**src/rtl/mips_pkg.sv**
```systemverilog
// Shared definitions for the mips_pipe core: opcodes, instruction classes
// and instruction field helpers.
package mips_pkg;

    localparam logic [5:0] OP_ADD   = 6'b000000;
    localparam logic [5:0] OP_SUB   = 6'b000001;
    localparam logic [5:0] OP_AND   = 6'b000010;
    localparam logic [5:0] OP_OR    = 6'b000011;
    localparam logic [5:0] OP_SLT   = 6'b000100;
    localparam logic [5:0] OP_MUL   = 6'b000101;
    localparam logic [5:0] OP_LW    = 6'b001000;
    localparam logic [5:0] OP_SW    = 6'b001001;
    localparam logic [5:0] OP_ADDI  = 6'b001010;
    localparam logic [5:0] OP_SUBI  = 6'b001011;
    localparam logic [5:0] OP_SLTI  = 6'b001100;
    localparam logic [5:0] OP_BNEQZ = 6'b001101;
    localparam logic [5:0] OP_BEQZ  = 6'b001110;
    localparam logic [5:0] OP_HLT   = 6'b111111;

    // NOP is the encoding-zero class so an all-zero stage register is a bubble
    typedef enum logic [2:0] {
        NOP,
        RR_ALU,
        RM_ALU,
        LOAD,
        STORE,
        BRANCH,
        HALT
    } instr_class_e;

    function automatic logic [5:0] f_opcode(input logic [31:0] ir);
        return ir[31:26];
    endfunction

    function automatic logic [4:0] f_rs(input logic [31:0] ir);
        return ir[25:21];
    endfunction

    function automatic logic [4:0] f_rt(input logic [31:0] ir);
        return ir[20:16];
    endfunction

    function automatic logic [4:0] f_rd(input logic [31:0] ir);
        return ir[15:11];
    endfunction

    function automatic logic [15:0] f_imm(input logic [31:0] ir);
        return ir[15:0];
    endfunction

    // Undefined opcodes fall into HALT
    function automatic instr_class_e op_class(input logic [5:0] op);
        instr_class_e c;
        case (op)
            OP_ADD, OP_SUB, OP_AND, OP_OR, OP_SLT, OP_MUL: c = RR_ALU;
            OP_ADDI, OP_SUBI, OP_SLTI:                     c = RM_ALU;
            OP_LW:                                         c = LOAD;
            OP_SW:                                         c = STORE;
            OP_BNEQZ, OP_BEQZ:                             c = BRANCH;
            default:                                       c = HALT;
        endcase
        return c;
    endfunction

    function automatic logic uses_rs(input instr_class_e c);
        return c inside {RR_ALU, RM_ALU, LOAD, STORE, BRANCH};
    endfunction

    function automatic logic uses_rt(input instr_class_e c);
        return c inside {RR_ALU, STORE};
    endfunction

    function automatic logic writes_reg(input instr_class_e c);
        return c inside {RR_ALU, RM_ALU, LOAD};
    endfunction

endpackage

```
**src/rtl/mips_regfile.sv**
```systemverilog
// Architectural register file.
// Ports: clk1; raddr1/rdata1 and raddr2/rdata2 operand reads; dbg_raddr/
// dbg_rdata debug read; we/waddr/wdata single write port. All reads are
// combinational and see a same-cycle write (write-through). r0 reads zero
// and ignores writes; indices alias modulo REG_N. Contents are not reset.
module mips_regfile #(
    parameter int unsigned DATA_W = 32,
    parameter int unsigned REG_N  = 32
) (
    input  logic              clk1,
    input  logic [4:0]        raddr1,
    input  logic [4:0]        raddr2,
    input  logic [4:0]        dbg_raddr,
    output logic [DATA_W-1:0] rdata1,
    output logic [DATA_W-1:0] rdata2,
    output logic [DATA_W-1:0] dbg_rdata,
    input  logic              we,
    input  logic [4:0]        waddr,
    input  logic [DATA_W-1:0] wdata
);
    localparam int unsigned RW = $clog2(REG_N);

    logic [DATA_W-1:0] regs [REG_N];
    logic [RW-1:0]     wa, a1, a2, ad;
    logic              wr_ok;

    assign wa    = RW'(waddr);
    assign a1    = RW'(raddr1);
    assign a2    = RW'(raddr2);
    assign ad    = RW'(dbg_raddr);
    assign wr_ok = we && (wa != '0);

    // Storage write
    always_ff @(posedge clk1) begin
        if (wr_ok) begin
            regs[wa] <= wdata;
        end
    end

    // Reads with write-through bypass and hardwired r0
    always_comb begin
        rdata1    = '0;
        rdata2    = '0;
        dbg_rdata = '0;
        if (a1 != '0) rdata1    = (wr_ok && wa == a1) ? wdata : regs[a1];
        if (a2 != '0) rdata2    = (wr_ok && wa == a2) ? wdata : regs[a2];
        if (ad != '0) dbg_rdata = (wr_ok && wa == ad) ? wdata : regs[ad];
    end

endmodule

```
**src/rtl/mips_pipe.sv**
```systemverilog
// Five-stage single-clock MIPS32 integer pipeline (IF, ID, EX, MEM, WB).
// Ports: clk1/rst (async active-high); imem_addr/imem_rdata instruction
// fetch; dmem_addr/dmem_wdata/dmem_we/dmem_rdata data memory from MEM;
// halted (sticky, HLT retired); retired (retired instruction count);
// dbg_raddr/dbg_rdata combinational debug register read.
module mips_pipe
    import mips_pkg::*;
#(
    parameter int unsigned DATA_W   = 32,
    parameter int unsigned REG_N    = 32,
    parameter int unsigned IMEM_AW  = 10,
    parameter int unsigned DMEM_AW  = 10,
    parameter int unsigned PC_RESET = 0
) (
    input  logic               clk1,
    input  logic               rst,
    output logic [IMEM_AW-1:0] imem_addr,
    input  logic [31:0]        imem_rdata,
    output logic [DMEM_AW-1:0] dmem_addr,
    output logic [DATA_W-1:0]  dmem_wdata,
    output logic               dmem_we,
    input  logic [DATA_W-1:0]  dmem_rdata,
    output logic               halted,
    output logic [31:0]        retired,
    input  logic [4:0]         dbg_raddr,
    output logic [DATA_W-1:0]  dbg_rdata
);
    localparam int unsigned RW = $clog2(REG_N);

    typedef struct packed {
        logic               valid;
        logic [31:0]        ir;
        logic [IMEM_AW-1:0] npc;
    } ifid_t;

    typedef struct packed {
        logic               valid;
        instr_class_e       cls;
        logic [5:0]         op;
        logic [RW-1:0]      rs;
        logic [RW-1:0]      rt;
        logic [RW-1:0]      dst;
        logic               wen;
        logic [DATA_W-1:0]  a;
        logic [DATA_W-1:0]  b;
        logic [DATA_W-1:0]  imm;
        logic [IMEM_AW-1:0] npc;
    } idex_t;

    typedef struct packed {
        logic              valid;
        instr_class_e      cls;
        logic [RW-1:0]     dst;
        logic              wen;
        logic [DATA_W-1:0] alu;
        logic [DATA_W-1:0] b;
    } exmem_t;

    typedef struct packed {
        logic              valid;
        instr_class_e      cls;
        logic [RW-1:0]     dst;
        logic              wen;
        logic [DATA_W-1:0] res;
    } memwb_t;

    logic [IMEM_AW-1:0] pc_q, pc_d;
    ifid_t              ifid_q, ifid_d;
    idex_t              idex_q, idex_d;
    exmem_t             exmem_q, exmem_d;
    memwb_t             memwb_q, memwb_d;
    logic               halted_d;
    logic [31:0]        retired_d;

    // ID stage decode and register read
    instr_class_e      id_cls;
    logic [RW-1:0]     id_rs, id_rt, id_dst;
    logic [DATA_W-1:0] rf_rdata1, rf_rdata2;
    idex_t             id_pkt;

    mips_regfile #(
        .DATA_W (DATA_W),
        .REG_N  (REG_N)
    ) u_regfile (
        .clk1      (clk1),
        .raddr1    (f_rs(ifid_q.ir)),
        .raddr2    (f_rt(ifid_q.ir)),
        .dbg_raddr (dbg_raddr),
        .rdata1    (rf_rdata1),
        .rdata2    (rf_rdata2),
        .dbg_rdata (dbg_rdata),
        .we        (memwb_q.valid && memwb_q.wen && !halted),
        .waddr     (5'(memwb_q.dst)),
        .wdata     (memwb_q.res)
    );

    always_comb begin
        id_cls = ifid_q.valid ? op_class(f_opcode(ifid_q.ir)) : NOP;
        id_rs  = RW'(f_rs(ifid_q.ir));
        id_rt  = RW'(f_rt(ifid_q.ir));
        id_dst = (id_cls == RR_ALU) ? RW'(f_rd(ifid_q.ir)) : id_rt;

        id_pkt       = '0;
        id_pkt.valid = ifid_q.valid;
        id_pkt.cls   = id_cls;
        id_pkt.op    = f_opcode(ifid_q.ir);
        id_pkt.rs    = id_rs;
        id_pkt.rt    = id_rt;
        id_pkt.dst   = id_dst;
        id_pkt.wen   = ifid_q.valid && writes_reg(id_cls) && (id_dst != '0);
        id_pkt.a     = rf_rdata1;
        id_pkt.b     = rf_rdata2;
        id_pkt.imm   = DATA_W'($signed(f_imm(ifid_q.ir)));
        id_pkt.npc   = ifid_q.npc;
    end

    // EX operand forwarding: EX/MEM (non-load) first, then MEM/WB
    logic [DATA_W-1:0] ex_a, ex_b;
    logic              fwd_em_ok, fwd_mw_ok;

    assign fwd_em_ok = exmem_q.valid && exmem_q.wen && (exmem_q.cls != LOAD);
    assign fwd_mw_ok = memwb_q.valid && memwb_q.wen;

    always_comb begin
        ex_a = idex_q.a;
        ex_b = idex_q.b;
        if (fwd_em_ok && exmem_q.dst == idex_q.rs)      ex_a = exmem_q.alu;
        else if (fwd_mw_ok && memwb_q.dst == idex_q.rs) ex_a = memwb_q.res;
        if (fwd_em_ok && exmem_q.dst == idex_q.rt)      ex_b = exmem_q.alu;
        else if (fwd_mw_ok && memwb_q.dst == idex_q.rt) ex_b = memwb_q.res;
    end

    // EX ALU and branch resolution
    logic [DATA_W-1:0]  ex_alu;
    logic               ex_taken;
    logic [IMEM_AW-1:0] ex_target;

    always_comb begin
        ex_alu = '0;
        case (idex_q.cls)
            RR_ALU: begin
                case (idex_q.op)
                    OP_ADD:  ex_alu = ex_a + ex_b;
                    OP_SUB:  ex_alu = ex_a - ex_b;
                    OP_AND:  ex_alu = ex_a & ex_b;
                    OP_OR:   ex_alu = ex_a | ex_b;
                    OP_SLT:  ex_alu = DATA_W'($signed(ex_a) < $signed(ex_b));
                    OP_MUL:  ex_alu = ex_a * ex_b;
                    default: ex_alu = '0;
                endcase
            end
            RM_ALU: begin
                case (idex_q.op)
                    OP_ADDI: ex_alu = ex_a + idex_q.imm;
                    OP_SUBI: ex_alu = ex_a - idex_q.imm;
                    OP_SLTI: ex_alu = DATA_W'($signed(ex_a) < $signed(idex_q.imm));
                    default: ex_alu = '0;
                endcase
            end
            LOAD, STORE: ex_alu = ex_a + idex_q.imm;
            default:     ex_alu = '0;
        endcase

        ex_taken  = idex_q.valid && (idex_q.cls == BRANCH) &&
                    ((idex_q.op == OP_BEQZ) ? (ex_a == '0) : (ex_a != '0));
        ex_target = idex_q.npc + IMEM_AW'(idex_q.imm);
    end

    // Hazards: load-use interlock and fetch freeze while any HLT is in flight
    logic load_use, halt_seen;

    assign load_use  = idex_q.valid && (idex_q.cls == LOAD) &&
                       ((uses_rs(id_cls) && id_rs == idex_q.dst) ||
                        (uses_rt(id_cls) && id_rt == idex_q.dst));
    assign halt_seen = (id_cls == HALT) ||
                       (idex_q.valid  && idex_q.cls  == HALT) ||
                       (exmem_q.valid && exmem_q.cls == HALT) ||
                       (memwb_q.valid && memwb_q.cls == HALT);

    // Next-state: everything holds once halted
    always_comb begin
        pc_d      = pc_q;
        ifid_d    = ifid_q;
        idex_d    = idex_q;
        exmem_d   = exmem_q;
        memwb_d   = memwb_q;
        halted_d  = halted;
        retired_d = retired;

        if (!halted) begin
            exmem_d.valid = idex_q.valid;
            exmem_d.cls   = idex_q.cls;
            exmem_d.dst   = idex_q.dst;
            exmem_d.wen   = idex_q.wen;
            exmem_d.alu   = ex_alu;
            exmem_d.b     = ex_b;

            memwb_d.valid = exmem_q.valid;
            memwb_d.cls   = exmem_q.cls;
            memwb_d.dst   = exmem_q.dst;
            memwb_d.wen   = exmem_q.wen;
            memwb_d.res   = (exmem_q.cls == LOAD) ? dmem_rdata : exmem_q.alu;

            if (memwb_q.valid) retired_d = retired + 32'd1;
            if (memwb_q.valid && memwb_q.cls == HALT) halted_d = 1'b1;

            // Taken branch beats both the interlock and the HLT freeze
            if (ex_taken) begin
                pc_d   = ex_target;
                ifid_d = '0;
                idex_d = '0;
            end else if (load_use) begin
                idex_d = '0;
            end else if (halt_seen) begin
                ifid_d = '0;
                idex_d = id_pkt;
            end else begin
                pc_d         = pc_q + IMEM_AW'(1);
                ifid_d.valid = 1'b1;
                ifid_d.ir    = imem_rdata;
                ifid_d.npc   = pc_q + IMEM_AW'(1);
                idex_d       = id_pkt;
            end
        end
    end

    // State registers
    always_ff @(posedge clk1 or posedge rst) begin
        if (rst) begin
            pc_q    <= IMEM_AW'(PC_RESET);
            ifid_q  <= '0;
            idex_q  <= '0;
            exmem_q <= '0;
            memwb_q <= '0;
            halted  <= 1'b0;
            retired <= '0;
        end else begin
            pc_q    <= pc_d;
            ifid_q  <= ifid_d;
            idex_q  <= idex_d;
            exmem_q <= exmem_d;
            memwb_q <= memwb_d;
            halted  <= halted_d;
            retired <= retired_d;
        end
    end

    assign imem_addr  = pc_q;
    assign dmem_addr  = DMEM_AW'(exmem_q.alu);
    assign dmem_wdata = exmem_q.b;
    assign dmem_we    = exmem_q.valid && (exmem_q.cls == STORE) && !halted;

endmodule

```
**config.mk**
```make
export PLATFORM = sky130hd
export DESIGN_NAME = mips_pipe
export DESIGN_NICKNAME = d
export VERILOG_FILES = /design/src/rtl/mips_pkg.sv /design/src/rtl/mips_regfile.sv /design/src/rtl/mips_pipe.sv
export SDC_FILE = /design/constraint.sdc
export NUM_CORES = 2
export LEC_CHECK = 0
export ABC_AREA = 0
export BUFFER_PORTS_ARGS = -buffer_cell sky130_fd_sc_hd__buf_2
export CAP_MARGIN = 30
export CORE_ASPECT_RATIO = 1.2
export CORE_MARGIN = 8
export CORE_UTILIZATION = 62
export CTS_BUF_LIST = sky130_fd_sc_hd__clkbuf_8
export DETAILED_ROUTE_END_ITERATION = 10
export PLACE_DENSITY = 0.79
export SYNTH_ARGS = -nofsm -noshare
export SYNTH_HDL_FRONTEND = slang
export SYNTH_SLANG_ARGS = --single-unit
export TNS_END_PERCENT = 30
```
**constraint.sdc**
```tcl
create_clock -name clk1 -period 15.78 [get_ports clk1]
set_clock_uncertainty 0.2 [all_clocks]
set_input_delay 3.156 -clock clk1 [delete_from_list [all_inputs] [get_ports clk1]]
set_output_delay 3.156 -clock clk1 [all_outputs]
set_load 0.02 [all_outputs]
```
==> impl_metrics.ini <==
[critical_path]
crit_path_frequent_cell = fa_1
cp_data_arrival_time_ns = 11.61
r2r_slack_ns = 4.86
cp.required_ns = 16.46
rr_startpoint = exmem_q[71]$_DFFE_PP0N_
slowest_delay_ns = 0.88
end_kind = flip-flop
cp_max_fo = 47
r2r_cells = 32
path_class = flip-flop to flip-flop
cp-endpoint = exmem_q[60]$_DFFE_PP0N_
critPathSlowestCell = clkinv_1
worstSetupStartpointType = flip-flop
r2r-end = exmem_q[60]$_DFFE_PP0N_
critPathLaunch = exmem_q[71]$_DFFE_PP0N_

[clock_tree]
post-cts-setup-buffers = 0
clock_latency_ns = 1.04
postCtsResizedCells = 0
htree_levels = 4
cts_tree = done
cts_buffers = 207
cts_root_buf = clkbuf_8
ctsHoldBuffers = 0
clock_sinks = 1342
clock_path_buffers = 3
clk_pin_slew_ns = 0.07

[cells_and_area]
drive_gt1_share_pct = 25.0
final_nets = 7870
fill_cells = 10300
syn_to_final_growth_pct = 7.82

[logic_synthesis]
syn_inst = 7012
synth_compound_area_share_pct = 7.24
yosysTopAreaCell = edfxtp_1
ys_top_cells_by_count = 1,024 x edfxtp_1, 951 x mux4_2, 601 x nor2_1, 543 x nand2_1, 521 x inv_1
yosys.area_share.adder_pct = 12.8
ys.flop_type = edfxtp_1
muxShareOfSynthArea_pct = 25.0
async_reset_ff_share_pct = 23.7
synth_warnings = 0
synth_xor_area_share_pct = 2.23
synth-simple-area-share_pct = 6.83
synth-edff-count = 1024
synth_top_family_by_area = multiplexers
syn_area_mm2 = 0.0938
yosys_register_bits = 1342
synth.most_common_cell = edfxtp_1
seq_area_frac_synth_pct = 41.3
avgSynthCellArea_um2 = 13.4
yosysUniqueCellTypes = 99
synth.area.top_cells = edfxtp_1 33%, mux4_2 23%, fa_1 8.8%
synth_top_area_share_pct = 32.8

[global_routing]
grt_max_degree = 161
grt_pass1_vias = 69900
overflow = 0
antenna_found_initial = 11
grt_use_total_pct = 39.8
grt_pass1_wl_mm = 475

[timing]
finalCritPeriodShare_pct = 69.2
finalSetupTns_ns = 0
clock.fmax_mhz = 91.5
hold_viol = 0
grt_setup_unrepaired = no
maxSlewViolCount = 0
worst_slew_pin_slew_ns = 1.12
finalSetupViolCount = 0
finalCriticalPeriod_ns = 10.92
max_slew_margin_pct = 25.4

[drt]
num_vias = 68400
routed_wl_mm = 327
drc_errors = 0
drtIter0Drc = 10000
antenna_left = 0
vias_per_cell = 7.39
avgRoutedWirePerCell_um = 35.3
dr.pass1.iters = 6

[job]
max_cap_violations = 0

[hold_path]
hold_path.class = flip-flop to flip-flop

[floorplanning]
initial_core_util_pct = 62.3
rows = 156
coreArea_mm2 = 0.150
ios = 189
fp.dieH_um = 442
fp.dieW_um = 371
fp.dieArea_mm2 = 0.164

[status]
status = finished, final reports clean

[place]
io_buffers = 188
place_congestion = 1.05
place_hpwl_mm = 214
## sequential cells by signal (all words and copies together), names as in the netlist
name            flops
u_regfile.regs   1024
idex_q            116
id_pkt             43
memwb_q            42
dmem_wdata         32
exmem_q            32
retired            32
dmem_addr          10
imem_addr          10
halted              1
## metrics by stage
stage               instances  hold slack [ns]  area [um2]  setup slack (ns)  util (%)
floorplan                7043            0.247       93900              3.62         -
global placement         8851            0.259       96800              5.40      64.3
detailed placement       8855            0.269       96800              5.20      64.3
CTS                      9245            0.284      101000              5.13      67.2
global route             9251            0.312      101000              4.40      67.2
finish                   9259            0.284      101000              4.86      67.2
## cells by family (layout without fill, tap and decap cells)
family | count (synthesis) | after routing
muxes | 1149 | 1149
other | 1 | 44
adders and majority gates | 708 | 708
and+or+nand+nor | 1482 | 1482
xor gates and xnor gates | 228 | 228
DFF | 1342 | 1342
AOI/OAI and AO/OA | 1017 | 1017
buffers and inverters | 1085 | 1314
## metal layers
layer / up-vias / global-route usage, % / part of all wire, %
met5: - / 0.207 / 0.022
met4: 6 / 31.4 / 9.8
met3: 1624 / 10.7 / 12
met2: 5929 / 61.0 / 46
met1: 34300 / 47.7 / 31
li1: 26500 / - / -
## area by class of cell
type	instances	area [um2]	share of cell area [%]
clock buffers	227	3120	3.09
repair buffers	374	2450	2.42
clock inverters	163	1100	1.09
well taps	1975	2470	2.44
flip-flops and latches	1342	38800	38.3
multi-input cells	4616	51100	50.5
inverters	550	2080	2.05
diodes	12	30.0	0.0297
## worst max-delay path: cells and delay by family (launching register included)
kind	cells	cell delay (ns)
XOR/XNOR	1	0.17
AO/OA/AOI/OAI	12	2.69
adder cells (fa/ha/maj)	9	3.84
AND/OR/NAND/NOR	5	1.50
buffers and inverters	5	1.88
flip-flops	1	0.42
## placed cells by master, fill, tap and decap left out, drive strengths merged, types with 24 or more instances in the layout
master and count:
mux2i 164, a221oi 24, o22ai 32, a211oi 63
inv 615, nor3 52, conb 32, nand4 25
nand2b 29, a31o 25, a22o 89, a31oi 35
mux2 34, nand3 65, dfrtp 318, clkbuf 227
o21ai 309, nor2b 31, edfxtp 1024, mux4 951
nor2 606, a21o 53, and3 24, fa 413
xor2 58, a21oi 216, o21bai 31, buf 374
nand2 547, clkinv 83, nor4 28, xnor2 164
ha 295
## how the worst min path moves through the flow
stage	from	end	slack [ns]	cells past startpoint
after global placement	retired[31]$_DFFE_PP0P_	retired[31]$_DFFE_PP0P_	0.26	1
after detailed placement	retired[31]$_DFFE_PP0P_	retired[31]$_DFFE_PP0P_	0.27	1
after floorplan	idex_q[43]$_DFFE_PP0N_	idex_q[43]$_DFFE_PP0N_	0.25	2
after global routing	retired[31]$_DFFE_PP0P_	retired[31]$_DFFE_PP0P_	0.31	1
after CTS	retired[31]$_DFFE_PP0P_	retired[31]$_DFFE_PP0P_	0.28	1
final	retired[31]$_DFFE_PP0P_	retired[31]$_DFFE_PP0P_	0.28	1
Power is left out: the tool's default activity adds up to more than one toggle a clock period on the data nets, which glitch-free logic cannot reach.
